**config.mk**
```make
export PLATFORM = sky130hd
export DESIGN_NAME = dct_input_framer_flat
export DESIGN_NICKNAME = d
export VERILOG_FILES = /design/src/rtl/dct_input_framer_if.sv /design/src/rtl/dct_input_framer.sv /design/src/flat_wrapper.sv
export SDC_FILE = /design/constraint.sdc
export NUM_CORES = 1
export LEC_CHECK = 0
export CAP_MARGIN = 25
export CORE_MARGIN = 2
export CORE_UTILIZATION = 45
export DETAILED_ROUTE_END_ITERATION = 8
export PLACE_DENSITY_LB_ADDON = 0.05
export SLEW_MARGIN = 20
export SYNTH_ARGS = -nofsm -noshare
export SYNTH_HDL_FRONTEND = slang
export SYNTH_SLANG_ARGS = --single-unit
```
**constraint.sdc**
```tcl
create_clock -name clk -period 2.8 [get_ports clk]
set_input_delay 0.84 -clock clk [delete_from_list [all_inputs] [get_ports clk]]
set_output_delay 0.84 -clock clk [all_outputs]
set_load 0.1 [all_outputs]
```
**src/rtl/dct_input_framer_if.sv**
```systemverilog
// Sample-stream and block-operand bundle between an upstream EEG source and the DCT input framer.
interface dct_input_framer_if #(
  parameter int unsigned SAMPLE_W = 8
);
  logic signed [SAMPLE_W-1:0] sample_in;
  logic                       sample_valid;
  logic                       sample_ready;
  logic signed [SAMPLE_W-1:0] input0;
  logic signed [SAMPLE_W-1:0] input1;
  logic signed [SAMPLE_W-1:0] input2;
  logic signed [SAMPLE_W-1:0] input3;
  logic signed [SAMPLE_W-1:0] input4;
  logic signed [SAMPLE_W-1:0] input5;
  logic signed [SAMPLE_W-1:0] input6;
  logic signed [SAMPLE_W-1:0] input7;
  logic                       en;
  logic                       cs;
  logic                       block_done;

  modport master (
    output sample_in, sample_valid,
    input  sample_ready,
    input  input0, input1, input2, input3, input4, input5, input6, input7,
    input  en, cs, block_done
  );

  modport slave (
    input  sample_in, sample_valid,
    output sample_ready,
    output input0, input1, input2, input3, input4, input5, input6, input7,
    output en, cs, block_done
  );
endinterface

```
**src/rtl/dct_input_framer.sv**
```systemverilog
// Ping-pong framer: packs serial samples into 8-sample banks and presents each bank
// as stable parallel operands for a fixed DCT enable window.
module dct_input_framer #(
  parameter int unsigned SAMPLE_W   = 8,
  parameter int unsigned DCT_CYCLES = 12,
  parameter int unsigned CNT_W      = 8
) (
  input  logic              clk,
  input  logic              rst_n,
  dct_input_framer_if.slave bus
);

  localparam int unsigned NPTS = 8;

  localparam logic [1:0] ST_IDLE    = 2'd0;
  localparam logic [1:0] ST_RUN     = 2'd1;
  localparam logic [1:0] ST_RELEASE = 2'd2;

  logic [1:0]                 state_q, state_d;
  logic [CNT_W-1:0]           cnt_q, cnt_d;
  logic [1:0]                 full_q, full_d;
  logic [2:0]                 wr_idx_q, wr_idx_d;
  logic                       wr_bank_q, wr_bank_d;
  logic                       rd_bank_q, rd_bank_d;
  logic signed [SAMPLE_W-1:0] bank_q [2][NPTS];
  logic signed [SAMPLE_W-1:0] ops_q [NPTS];
  logic signed [SAMPLE_W-1:0] ops_d [NPTS];
  logic                       ready_q, en_q, done_q;
  logic                       wr_fire;

  assign wr_fire = bus.sample_valid && ready_q;

  // Write-side bookkeeping and read FSM next-state
  always_comb begin
    state_d   = state_q;
    cnt_d     = cnt_q;
    full_d    = full_q;
    wr_idx_d  = wr_idx_q;
    wr_bank_d = wr_bank_q;
    rd_bank_d = rd_bank_q;
    ops_d     = ops_q;

    if (wr_fire) begin
      wr_idx_d = wr_idx_q + 3'd1;
      if (wr_idx_q == 3'd7) begin
        full_d[wr_bank_q] = 1'b1;
        wr_bank_d         = ~wr_bank_q;
      end
    end

    case (state_q)
      ST_IDLE: begin
        if (full_q[rd_bank_q]) begin
          ops_d   = bank_q[rd_bank_q];
          cnt_d   = '0;
          state_d = ST_RUN;
        end
      end
      ST_RUN: begin
        cnt_d = cnt_q + CNT_W'(1);
        if (cnt_q == CNT_W'(DCT_CYCLES - 1)) state_d = ST_RELEASE;
      end
      ST_RELEASE: begin
        full_d[rd_bank_q] = 1'b0;
        rd_bank_d         = ~rd_bank_q;
        // Flags are sampled registered: a bank completing this very edge waits for IDLE
        if (full_q[~rd_bank_q]) begin
          ops_d   = bank_q[~rd_bank_q];
          cnt_d   = '0;
          state_d = ST_RUN;
        end else begin
          state_d = ST_IDLE;
        end
      end
      default: state_d = ST_IDLE;
    endcase
  end

  // Control state and registered outputs
  always_ff @(posedge clk or negedge rst_n) begin
    if (!rst_n) begin
      state_q   <= ST_IDLE;
      cnt_q     <= '0;
      full_q    <= '0;
      wr_idx_q  <= '0;
      wr_bank_q <= 1'b0;
      rd_bank_q <= 1'b0;
      ready_q   <= 1'b0;
      en_q      <= 1'b0;
      done_q    <= 1'b0;
      for (int i = 0; i < NPTS; i++) ops_q[i] <= '0;
    end else begin
      state_q   <= state_d;
      cnt_q     <= cnt_d;
      full_q    <= full_d;
      wr_idx_q  <= wr_idx_d;
      wr_bank_q <= wr_bank_d;
      rd_bank_q <= rd_bank_d;
      ready_q   <= ~full_d[wr_bank_d];
      en_q      <= (state_d == ST_RUN);
      done_q    <= (state_d == ST_RELEASE);
      ops_q     <= ops_d;
    end
  end

  // Sample storage needs no reset: contents are only read once a bank is marked full
  always_ff @(posedge clk) begin
    if (wr_fire) bank_q[wr_bank_q][wr_idx_q] <= bus.sample_in;
  end

  assign bus.sample_ready = ready_q;
  assign bus.en           = en_q;
  assign bus.cs           = en_q;
  assign bus.block_done   = done_q;
  assign bus.input0       = ops_q[0];
  assign bus.input1       = ops_q[1];
  assign bus.input2       = ops_q[2];
  assign bus.input3       = ops_q[3];
  assign bus.input4       = ops_q[4];
  assign bus.input5       = ops_q[5];
  assign bus.input6       = ops_q[6];
  assign bus.input7       = ops_q[7];

endmodule

```
**src/flat_wrapper.sv**
```systemverilog
// flat-port wrapper written by rule: the top's interface ports become plain ports
module dct_input_framer_flat 
#(
  parameter int unsigned SAMPLE_W   = 8,
  parameter int unsigned DCT_CYCLES = 12,
  parameter int unsigned CNT_W      = 8
)
  (clk, rst_n, bus_sample_in, bus_sample_valid, bus_sample_ready, bus_input0, bus_input1, bus_input2, bus_input3, bus_input4, bus_input5, bus_input6, bus_input7, bus_en, bus_cs, bus_block_done);
  dct_input_framer_if #(.SAMPLE_W(SAMPLE_W)) bus_i ();
  input  logic clk;
  input  logic rst_n;
  input wire logic [$bits(bus_i.sample_in)-1:0] bus_sample_in;
  input wire logic [$bits(bus_i.sample_valid)-1:0] bus_sample_valid;
  output wire logic [$bits(bus_i.sample_ready)-1:0] bus_sample_ready;
  output wire logic [$bits(bus_i.input0)-1:0] bus_input0;
  output wire logic [$bits(bus_i.input1)-1:0] bus_input1;
  output wire logic [$bits(bus_i.input2)-1:0] bus_input2;
  output wire logic [$bits(bus_i.input3)-1:0] bus_input3;
  output wire logic [$bits(bus_i.input4)-1:0] bus_input4;
  output wire logic [$bits(bus_i.input5)-1:0] bus_input5;
  output wire logic [$bits(bus_i.input6)-1:0] bus_input6;
  output wire logic [$bits(bus_i.input7)-1:0] bus_input7;
  output wire logic [$bits(bus_i.en)-1:0] bus_en;
  output wire logic [$bits(bus_i.cs)-1:0] bus_cs;
  output wire logic [$bits(bus_i.block_done)-1:0] bus_block_done;
  assign bus_i.sample_in = bus_sample_in;
  assign bus_i.sample_valid = bus_sample_valid;
  assign bus_sample_ready = bus_i.sample_ready;
  assign bus_input0 = bus_i.input0;
  assign bus_input1 = bus_i.input1;
  assign bus_input2 = bus_i.input2;
  assign bus_input3 = bus_i.input3;
  assign bus_input4 = bus_i.input4;
  assign bus_input5 = bus_i.input5;
  assign bus_input6 = bus_i.input6;
  assign bus_input7 = bus_i.input7;
  assign bus_en = bus_i.en;
  assign bus_cs = bus_i.cs;
  assign bus_block_done = bus_i.block_done;
  dct_input_framer #(.SAMPLE_W(SAMPLE_W), .DCT_CYCLES(DCT_CYCLES), .CNT_W(CNT_W)) u_core (.clk(clk), .rst_n(rst_n), .bus(bus_i));
endmodule
```
; ---- Word level (Yosys, flattened, before mapping)
; Memory sizes are Yosys's and may differ from the RTL's.
; Cells that the tools add are included.
[word_totals]
regBits = 84
latch_bits = 0
ramBits = 128
romBits = 0
input_bits = 11
wordCells = 81
mem_count = 1
[classes]
add_sub_neg = 2
multipliers = 0
div = 0
magnitude_cmp = 8
n_eq_ne = 8
shifts = 0
mux = 29
bitwise = 7
n_reduce_logical = 9
[mem_list]
columns = name, depth, width, read_ports, rd_ports_with_merged_regs, wr, line_no
row1 = u_core.bank_q, 2, 64, 2, 0, 1, dct_input_framer.sv:25  ; logic signed [SAMPLE_W-1:0] bank_q [2][NPTS];
[ops]
columns = cell, count
row1 = $mux W64, 3
row2 = $pmux W64 S2, 1
row3 = $demux W8 S3, 1
row4 = $mux W8, 3
row5 = $pmux W8 S3, 1
row6 = $mux W1, 12
row7 = $mux W2, 5
row8 = $add A8 B1 Y8 const B, 1
row9 = $eq A8 B4 Y1 const B, 1
row10 = $lt A1 B2 Y1 const B, 4
row11 = $pmux W2 S3, 1
row12 = $reduce_and A3 Y1, 2
row13 = $eq A2 B1 Y1 const B, 2
row14 = $eq A2 B2 Y1 const B, 2
row15 = $ge A4 B4 Y1 const B, 1
row16 = $logic_and A1 B1 Y1, 4
row17 = $lt A4 B1 Y1 const B, 1
row18 = $ne A2 B1 Y1 const B, 2
row19 = $not A3 Y4, 1
row20 = $add A3 B1 Y3 const B, 1
row21 = $eq A3 B3 Y1 const B, 1
row22 = $not A1 Y1, 3
row23 = $reduce_bool A3 Y1, 1
row24 = $and A2 B2 Y2, 1
row25 = other kinds (6), 8

; ---- Depth between registers and ports, before layout
[depth]
ltp_word = 12
mapped_depth = 7
mapped_depth_nobuf = 6

; ---- Worst setup path before layout
; No wires, ideal clock.
[synth_timing]
path_type = register -> register
startpoint = register u_core.ready_q (netlist: u_core.bus.sample_ready)
endpoint = memory u_core.bank_q[0][56] (netlist bit), enable pin
setup_time_ns = 0.395
t_arrival_ns = 2.446
required_ns = 2.405
path_slack_ns = -0.041
path_stages_with_launch = 4
path_buffers = 0
cell_sequence = dfrtp_1 -> nand2_1 -> or2_2 -> nor4_1
[synth_between]
elab_chain_cells = 3
[synth_rtl]
columns = element, line_no
row1 = "start, declared", dct_input_framer.sv:28  ; logic ready_q, en_q, done_q;
row2 = "start signal, assigned", dct_input_framer.sv:99  ; ready_q <= ~full_d[wr_bank_d];
row3 = $logic_and A1 B1 Y1, dct_input_framer.sv:31  ; assign wr_fire = bus.sample_valid && ready_q;
row4 = $mux W1, dct_input_framer.sv:108  ; if (wr_fire) bank_q[wr_bank_q][wr_idx_q] <= bus.sample_in;
row5 = $mux W64 (implied by the code), dct_input_framer.sv:108
row6 = "end, declared", dct_input_framer.sv:25
; Every way passes these cells.

; ---- Worst setup path in the final report
[layout_timing]
startpoint = register u_core.state_q[0]
endpoint = register u_core.ops_q (netlist bit u_core.bus.input5[7])
[layout_between]
elab_chain_cells = 3
word_cells_on_any_way = 7
classes_between = 3 x eq/ne / 1 x mux / 3 x reduce/logical
[layout_rtl]
columns = element, line_no
row1 = "start, declared", dct_input_framer.sv:19  ; logic [1:0] state_q, state_d;
row2 = "start signal, assigned", dct_input_framer.sv:93  ; state_q <= state_d;
row3 = $eq A2 B2 Y1 / $logic_not A2 Y1 (equally long branches), dct_input_framer.sv:51  ; case (state_q)
row4 = $ne A2 B1 Y1 (no source line) / $reduce_bool A2 Y1 (equally long branches), --
row5 = $reduce_and A3 Y1 (no source line), --
row6 = "end signal, assigned", dct_input_framer.sv:102  ; ops_q <= ops_d;
row7 = "end, declared", dct_input_framer.sv:26  ; logic signed [SAMPLE_W-1:0] ops_q [NPTS];
; Several ways; a longest one is shown, not always the timed one.
; A chain may end at the register's enable or synchronous reset.

==> flow_summary.ini <==
[run_status]
status = finished, final reports clean

[sta]
max-slew-margin-rel = 0.393
rsz0062_at_grt = false
worstMarginPinSlew_ns = 0.910
hold_violations = 0
fin_crit_sh = 0.806
setup_viol = 0
fin_setup_tns_ns = 0
layout_setup_ws_ns = 0.543
period_minus_slack_ns = 2.26
max_clock_freq_mhz = 443
slew_violations = 0
fin_skew_ns = 0.00819

[setup_path]
critPathTopFamily = XOR/XNOR gates
crit_fanout = 25
rr_startpoint = u_core.state_q[0]
worstReg2RegEnd = u_core.bus.input5[7]
critPathMaxStageDelay_ns = 0.72
critical_path_depth = 5
cpMaxStageDelayCell = xnor2_4
worst-r2r-cell-count = 5
endpoint = u_core.bus.input5[7]
crit_start = u_core.state_q[0]
cp_num_buf_inv = 1
start_kind = flip-flop
required_ns = 3.16
path_class = reg -> reg
cp.arrival_ns = 2.61
end_kind = flip-flop
reg2reg_slack_ns = 0.54
cp_cell_sequence = nor2b_4 > xnor2_4 > buf_12 > mux2i_1 > o21ai_1

[clocking]
cts_tree = yes
cts.sinks = 212
cts_root_buf = clkbuf_16
htree_num_levels = 1
cts_inserted_buffers = 23
cts_resized = 0
post-cts-setup-buffers = 0
ctsLongestPathBuffers = 3
clkLatencyLatePin_ns = 0.50
clkTransAtPathRegs_ns = 0.06
hold_buffers = 0

[floorplanning]
start_util = 0.463
num_rows = 48
core_area_sq_um = 17400
dieArea_sq_um = 18900
ioPinCount = 79
die_w_um = 138
die_h_um = 138

[routing]
vias_per_cell = 5.05
wirelength_mm = 15.1
route.detailed.drc = 0
drt-pass1-iter-count = 4
detail_route.wl_per_cell_um = 17.1
antenna_left = 0
dr.first_iter.drc_count = 309
num_vias = 4439

[placement]
gp_congestion = 0.776
port_buffers = 78
dpl.hpwl_mm = 9.92
post-place-ws_ns = 0.233

[logic_synthesis]
synth_seq_cells = 212
ys_seq_area_frac = 0.740
synth_top_area_share = 0.479
ys_warn_count = 0
syn_area_per_cell_sq_um = 15.1
synth_fp_nets = 546
netlist_instances = 532
syn_area_sq_um = 8030
yosys.area.top_type = edfxtp_1
yosys-top-cells-area = edfxtp_1 (48%), dfrtp_1 (26%), mux2i_1 (8.1%), o21ai_1 (3.7%), nand2_1 (3.5%)
synthDistinctLibCells = 42

[global_routing]
grt_max_degree = 69
antenna_found_initial = 0
grt-ovfl-total = 0
grt_pass1_wl_mm = 23.8
grt_pass1_vias = 4410
grt.total_usage = 0.166

[cells_and_area]
antenna_cells = 0
layout-drive-gt1-share = 0.223
fill_cells = 1434
syn_to_final_growth_pct = 21.1
nets = 652

[flow_run]
drv_cap = 0

[min_path]
worstHoldPathType = in -> async
==> layer usage <==
| metal | up-vias | track usage | part of all wire |
|---|---|---|---|
| met2 | 105 | 0.283 | 0.50 |
| li1 | 2156 | - | - |
| met5 | - | 0 | 0 |
| met1 | 2160 | 0.217 | 0.44 |
| met4 | 0 | 0.0481 | 0.013 |
| met3 | 18 | 0.0313 | 0.050 |
==> kinds of logic after synthesis <==
group                    count (synthesis)  synth area share
flip-flops                             212             0.740
AND/OR/NAND/NOR                        127            0.0720
AO/OA/AOI/OAI                           87            0.0601
multiplexers                            71            0.0913
buffers and inverters                   29            0.0252
XOR/XNOR                                 3           0.00654
adder cells (fa/ha/maj)                  3           0.00467
==> cells in the final DEF (no fill, tap or decap), types with 3 or more instances in the layout <==
master,instances
nor3_1,10
mux2_2,4
nor2b_1,4
nand3_1,7
buf_12,3
nand2b_1,4
ha_1,3
edfxtp_1,128
a21oi_1,8
clkinv_2,5
clkdlybuf4s50_1,9
nand2_1,74
dfrtp_1,84
o21ai_1,60
or4_1,3
o31ai_1,3
mux2i_1,65
clkbuf_1,5
nor2_1,12
o21ai_0,6
clkbuf_16,24
nand4_1,5
buf_4,96
==> synthesized netlist by cell type <==
library cell,number
and4_1,1
or2_2,1
o21ai_0,6
xnor2_4,1
mux2_2,4
nor4b_1,1
nor2b_1,4
buf_6,7
mux2i_1,65
nor3_1,10
clkbuf_1,7
or4_1,3
nand4_1,5
dfrtp_1,84
nor2b_4,1
mux2_4,1
a311o_1,1
xnor2_2,1
a22oi_1,2
buf_4,10
nor3_2,1
ha_1,3
nand3_1,7
nor2_1,12
a21oi_1,8
mux2i_4,1
a21o_1,2
o211ai_1,1
a41oi_1,1
inv_1,2
o21a_1,1
buf_2,3
a21boi_0,1
nor4_1,2
edfxtp_1,128
and2_1,1
nand2_1,74
o31ai_1,3
xnor2_1,1
a21boi_4,1
nand2b_1,4
o21ai_1,60
==> sequential cells by signal (all words and copies together) (netlist names), 2 cells and up <==
register and cells:
u_core.bank_q 128, u_core.bus.input0 8, u_core.bus.input1 8, u_core.bus.input2 8, u_core.bus.input3 8, u_core.bus.input4 8, u_core.bus.input5 8, u_core.bus.input6 8
u_core.bus.input7 8, u_core.cnt_q 8, u_core.full_q 2, u_core.state_q 2, u_core.wr_idx_q 3
==> through the flow <==
step,instance area (sq um),hold slack [ns],instances,util
floorplan,8040,0.491,532,-
global placement,9010,0.471,838,0.519
detailed placement,9010,0.477,838,0.519
CTS,9730,0.338,879,0.560
global route,9730,0.357,879,0.560
finish,9730,0.336,879,0.560
==> area by class of cell <==
cell class	instances	area [sq um]	area share
clock inverter	11	86.3	0.00888
inverter	2	7.51	0.000772
timing repair buffer	108	871	0.0895
multi-input combinational	291	1900	0.196
sequential	212	5950	0.611
tap	225	282	0.0289
clock buffer	30	633	0.0651
==> worst reg2reg max path, cell delays in order, from the launching register on <==
cell and delay (ns):
dfrtp_1 0.55, nor2b_4 0.13, xnor2_4 0.73, buf_12 0.31, mux2i_1 0.32, o21ai_1 0.09
==> how the worst min path moves through the flow <==
stage                            to  slack, ns  depth (start not counted)
2_1_floorplan  u_core.bus.input0[0]       0.49                          2
3_5_place_dp   u_core.bus.input6[0]       0.48                          2
4_1_cts             u_core.cnt_q[1]       0.34                          1
5_1_grt             u_core.cnt_q[5]       0.36                          1
6_report            u_core.cnt_q[1]       0.34                          1
3_3_place_gp   u_core.bus.input3[2]       0.47                          2
Power is not shown: default switching activity piles up to over one toggle a cycle in this logic, so the estimate is an artifact.
==> RTL change 1, RTL diff (same flow settings) <==
Change the localparam `NPTS` from 8 to 16.
--- a/src/rtl/dct_input_framer.sv
+++ b/src/rtl/dct_input_framer.sv
@@ -10,7 +10,7 @@
   dct_input_framer_if.slave bus
 );
 
-  localparam int unsigned NPTS = 8;
+  localparam int unsigned NPTS = 16;
 
   localparam logic [1:0] ST_IDLE    = 2'd0;
   localparam logic [1:0] ST_RUN     = 2'd1;
Behaviour: same outputs for any inputs over 10 cycles, from zero or initial values and one cycle with rst_n low; that may be too few to reach the edited logic, so the function may still have changed.
==> RTL change 1 against the original RTL <==
Clock skew rose by 0.0042 ns. Non-clock buffer count is 1 lower. Routed wire length is 4.3% higher. Core utilization fell by 0.18 points. Area after synthesis rose by 4.0%. Final area is 3.9% higher. Critical path type is now reg2out. Count of clock-buffer cells in the layout did not move. Largest cell class unchanged. Setup slack better by 0.12 ns. Sequential cell count unchanged. Critical endpoint is now bus_sample_ready.
Power is not shown: default switching activity piles up to over one toggle a cycle in this logic, so the estimate is an artifact.
==> RTL change 1: results (changes against the original RTL) <==
Total GRT Usage - 16.38% (was 16.59%)
R2R Path End - u_core.bus.input6[4]$_DFFE_PN0P_ (was u_core.bus.input5[7]$_DFFE_PN0P_)
Number of global-route vias before repair - 4445 (was 4410)
Syn avg cell area - 18.12 um^2 (was 15.10 um^2)
Crit-path max cell delay - 0.46 ns (was 0.72 ns)
Xor/xnor share of the synthesized area - 0.5241% (was 0.6542%)
Multiplexer share of the synthesized area - 20.22% (was 9.128%)
Hold WS - 0.3501 ns (was 0.3365 ns)
Adder-Cell Fraction of Synth Area - 0.4492% (was 0.4673%)
# nets final - 588 (was 652)
TritonCTS Buffers - 23 (unchanged)
Hpwl dp - 9930 um (was 9924 um)
Compound-gate portion of the synthesized area - 2.321% (was 6.012%)
Drt pass-1 iters - 5 (was 4)
WL per Instance - 19.19 um (was 17.15 um)
Commonest cells in the netlist - 128 x edfxtp_1, 84 x dfrtp_1, 82 x mux2_2 (was 128 x edfxtp_1, 84 x dfrtp_1, 74 x nand2_1)
CP max FO - 5 (was 25)
Final wirelength - 15720 um (was 15070 um)
GPL Wtd Cong - 0.8516 (was 0.7761)
Main synth FF type - edfxtp_1 (unchanged)
Sequential share of the synthesized area - 71.16% (was 74.02%)
Flop-to-flop setup slack - 0.78 ns (was 0.54 ns)
Yosys cell types - 44 (was 42)
Synth area leaders - edfxtp_1 46%, dfrtp_1 25%, mux2_2 11%, mux2_4 8.8%, nor2_1 0.94% (was edfxtp_1 48%, dfrtp_1 26%, mux2i_1 8.1%, o21ai_1 3.7%, nand2_1 3.5%)
Share of cells above drive strength 1 - 45.08% (was 22.32%)
Slew HR - 59.88% (was 39.33%)
Critical path data arrival time - 1.29 ns (was 2.61 ns)
Vias per cell - 5.170 (was 5.050)
Largest net degree at the start of global routing - 71 (was 69)
# placed instances - 778 (was 838)
Delay-heaviest family, CP - flip-flops (was XOR/XNOR gates)
Final Skew - 0.01243 ns (was 0.008189 ns)
Crit-path slowest cell - dfrtp_1 (was xnor2_4)
Syn_nets - 475 (was 546)
First-pass GRT wire length - 25170 um (was 23810 um)
Status - complete, no violations (unchanged)
RTL change 1: cell count changes after synthesis, sizes merged, moves of 4 or more:
| cell | delta |
|---|---|
| nand3 | -5 |
| mux2i | -63 |
| nor2b | -4 |
| nand2 | -68 |
| clkbuf | -6 |
| o21ai | -65 |
| nor3 | -6 |
| nor2 | +10 |
| mux2 | +126 |
RTL change 1: routing by layer:
layer  vias to the layer above  track usage, %  wire, um
li1                       1970               -         -
met1                      2151           23.02      7222
met2                        86           26.88      7573
met3                        27           2.598       568
met4                         0           4.306       352
met5                         -               0         0
RTL change 1: area by class of cell:
type | instances | area [um^2]
Multi-Input combinational cell | 225 | 2265
Fill cell | 1415 | 7983
Tap cell | 229 | 286.5
Sequential cell | 212 | 5946
Clock buffer | 30 | 611.8
Clock inverter | 11 | 100.1
Timing Repair Buffer | 107 | 875.8
Inverter | 5 | 18.77
RTL change 1: cell families (layout without fill, tap and decap cells):
logic type / count (synthesis) / count (layout)
and+or+nand+nor: 56 / 56
AOI/OAI and AO/OA: 27 / 27
muxes: 134 / 134
DFF: 212 / 212
xor gates and xnor gates: 5 / 5
buffers and inverters: 24 / 153
adders and majority gates: 3 / 3
RTL change 1: worst max path at each step:
stage | slack [ns] | to | startpoint | cells after the start
after global placement | 0.25 | u_core.bank_q[0][116]$_DFFE_PP_ | bus_sample_valid | 7
final | 0.67 | bus_sample_ready | u_core.bus.sample_ready$_DFF_PN0_ | 1
after global routing | 0.57 | u_core.bank_q[0][106]$_DFFE_PP_ | bus_sample_valid | 7
after detailed placement | 0.21 | u_core.bank_q[0][110]$_DFFE_PP_ | bus_sample_valid | 7
after floorplan | 0.12 | u_core.bank_q[0][120]$_DFFE_PP_ | u_core.bus.sample_ready$_DFF_PN0_ | 3
after CTS | 0.66 | bus_sample_ready | u_core.bus.sample_ready$_DFF_PN0_ | 1
RTL change 1: metrics by stage:
| step | setup WS [ns] | instance area, um^2 | util [%] |
|---|---|---|---|
| 2_1_floorplan | 0.1225 | 8356 | - |
| 3_3_place_gp | 0.2470 | 9392 | 51.93 |
| 3_5_place_dp | 0.2121 | 9392 | 51.93 |
| 4_1_cts | 0.6555 | 10100 | 55.86 |
| 5_1_grt | 0.5742 | 10100 | 55.86 |
| 6_report | 0.6658 | 10100 | 55.86 |
==> RTL change 2, RTL diff (config.mk and constraints unchanged) <==
Made on the original files. Make the reset (`rst_n`) synchronous in one clocked block.
--- a/src/rtl/dct_input_framer.sv
+++ b/src/rtl/dct_input_framer.sv
@@ -77,7 +77,7 @@
   end
 
   // Control state and registered outputs
-  always_ff @(posedge clk or negedge rst_n) begin
+  always_ff @(posedge clk) begin
     if (!rst_n) begin
       state_q   <= ST_IDLE;
       cnt_q     <= '0;
Check against the original RTL: differs if rst_n is asserted again (counterexample within 4 cycles, from zero or initial values and one cycle with rst_n low); with rst_n held inactive, the same outputs for 10 cycles.
==> RTL change 2 against the original RTL <==
Critical path type is now reg2out. Area after synthesis is 0.76% higher. Sequential cell count grew 1. Routed wire length up 2.4%. Final area is 1.1% higher. Sequential share of layout area decreased by 4.7 points. Setup slack better by 0.078 ns. Critical endpoint is now bus_sample_ready. Largest cell class unchanged.
==> RTL change 2: results (changes against the original RTL) <==
Filler cells - 1479 (was 1434)
Hold WS - 0.4861 ns (was 0.3365 ns)
Worst R2R Start - u_core.state_q[1]$_SDFF_PN0_ (was u_core.state_q[0]$_DFF_PN0_)
Delay-heaviest family, CP - flip-flops (was XOR/XNOR gates)
Compound-gate portion of the synthesized area - 11.52% (was 6.012%)
Multiplexer share of the synthesized area - 9.090% (was 9.128%)
Crit-path slowest cell - dfxtp_1 (was xnor2_4)
Die area - 19080 um^2 (was 18940 um^2)
Synth area leaders - edfxtp_1 47%, dfxtp_1 21%, a211oi_2 9.3%, mux2i_1 8.9%, nor2_1 3.8% (was edfxtp_1 48%, dfrtp_1 26%, mux2i_1 8.1%, o21ai_1 3.7%, nand2_1 3.5%)
# nets final - 659 (was 652)
FFs w/ async S/R, synth - 0% (was 39.62%)
Hpwl dp - 9703 um (was 9924 um)
M1 WL - 7226 um (was 6573 um)
Worst Setup SP - u_core.bus.sample_ready$_SDFF_PN0_ (was u_core.state_q[0]$_DFF_PN0_)
Status - complete, no violations (unchanged)
Met2 wire len - 7295 um (was 7541 um)
Yosys cell types - 38 (was 42)
Flop-to-flop setup slack - 0.77 ns (was 0.54 ns)
Post-Syn Instances - 547 (was 532)
Vias per cell - 5.118 (was 5.050)
Crit-path max cell delay - 0.50 ns (was 0.72 ns)
FF+latch count - 213 (was 212)
Syn_nets - 561 (was 546)
DP Worst Slack - 0.2613 ns (was 0.2333 ns)
# placed instances - 850 (was 838)
Number of global-route vias before repair - 4560 (was 4410)
Met3 wire len - 735 um (was 758 um)
Slew @ Worst Pin - 0.6768 ns (was 0.9101 ns)
Largest net degree at the start of global routing - 60 (was 69)
Adder-Cell Fraction of Synth Area - 0.4638% (was 0.4673%)
Hold/Removal Path Class - reg2reg (was in2async)
Met3 GRT Util - 2.771% (was 3.127%)
Xor/xnor share of the synthesized area - 0.3246% (was 0.6542%)
M2 GR Usage - 26.73% (was 28.33%)
Initial drt markers - 188 (was 309)
#MultiIn Comb - 298 (was 291)
Fraction of area in multi-input gates - 23.84% (was 19.55%)
CP max FO - 9 (was 25)
Total GRT Usage - 16.22% (was 16.59%)
Final instance area - 9834 um^2 (was 9727 um^2)
R2R Path End - u_core.bus.input7[6]$_SDFFE_PN0P_ (was u_core.bus.input5[7]$_DFFE_PN0P_)
Met1 Track Usage GR - 22.87% (was 21.69%)
First-pass GRT wire length - 24830 um (was 23810 um)
Critical path data arrival time - 1.34 ns (was 2.61 ns)
Clock network area share - 7.634% (was 7.396%)
Final wirelength - 15440 um (was 15070 um)
Seq area share - 56.39% (was 61.13%)
Placed Area - 9084 um^2 (was 9007 um^2)
RTL change 2: cell count changes after synthesis, moves of 7 or more:
cell | unedited run | this run
nor2_1 | 12 | 82
dfxtp_1 | 0 | 85
nand2_1 | 74 | 9
buf_2 | 3 | 11
mux2i_1 | 65 | 72
a211oi_2 | 0 | 60
or3_1 | 0 | 7
a211oi_1 | 0 | 8
dfrtp_1 | 84 | 0
o21ai_1 | 60 | 1
RTL change 2: worst max-delay path by stage:
stage | slack (ns) | endpoint
floorplan | 0.27 | u_core.bank_q[0][56]$_DFFE_PP_
global placement | 0.29 | u_core.bank_q[0][50]$_DFFE_PP_
detailed placement | 0.26 | u_core.bank_q[0][52]$_DFFE_PP_
CTS | 0.61 | bus_sample_ready
global route | 0.57 | bus_sample_ready
finish | 0.62 | bus_sample_ready
RTL change 2: tightest hold or removal path: stages (launching register included):
cell and delay [ns]:
dfxtp_1 0.32, nand3_1 0.06, mux2i_1 0.06
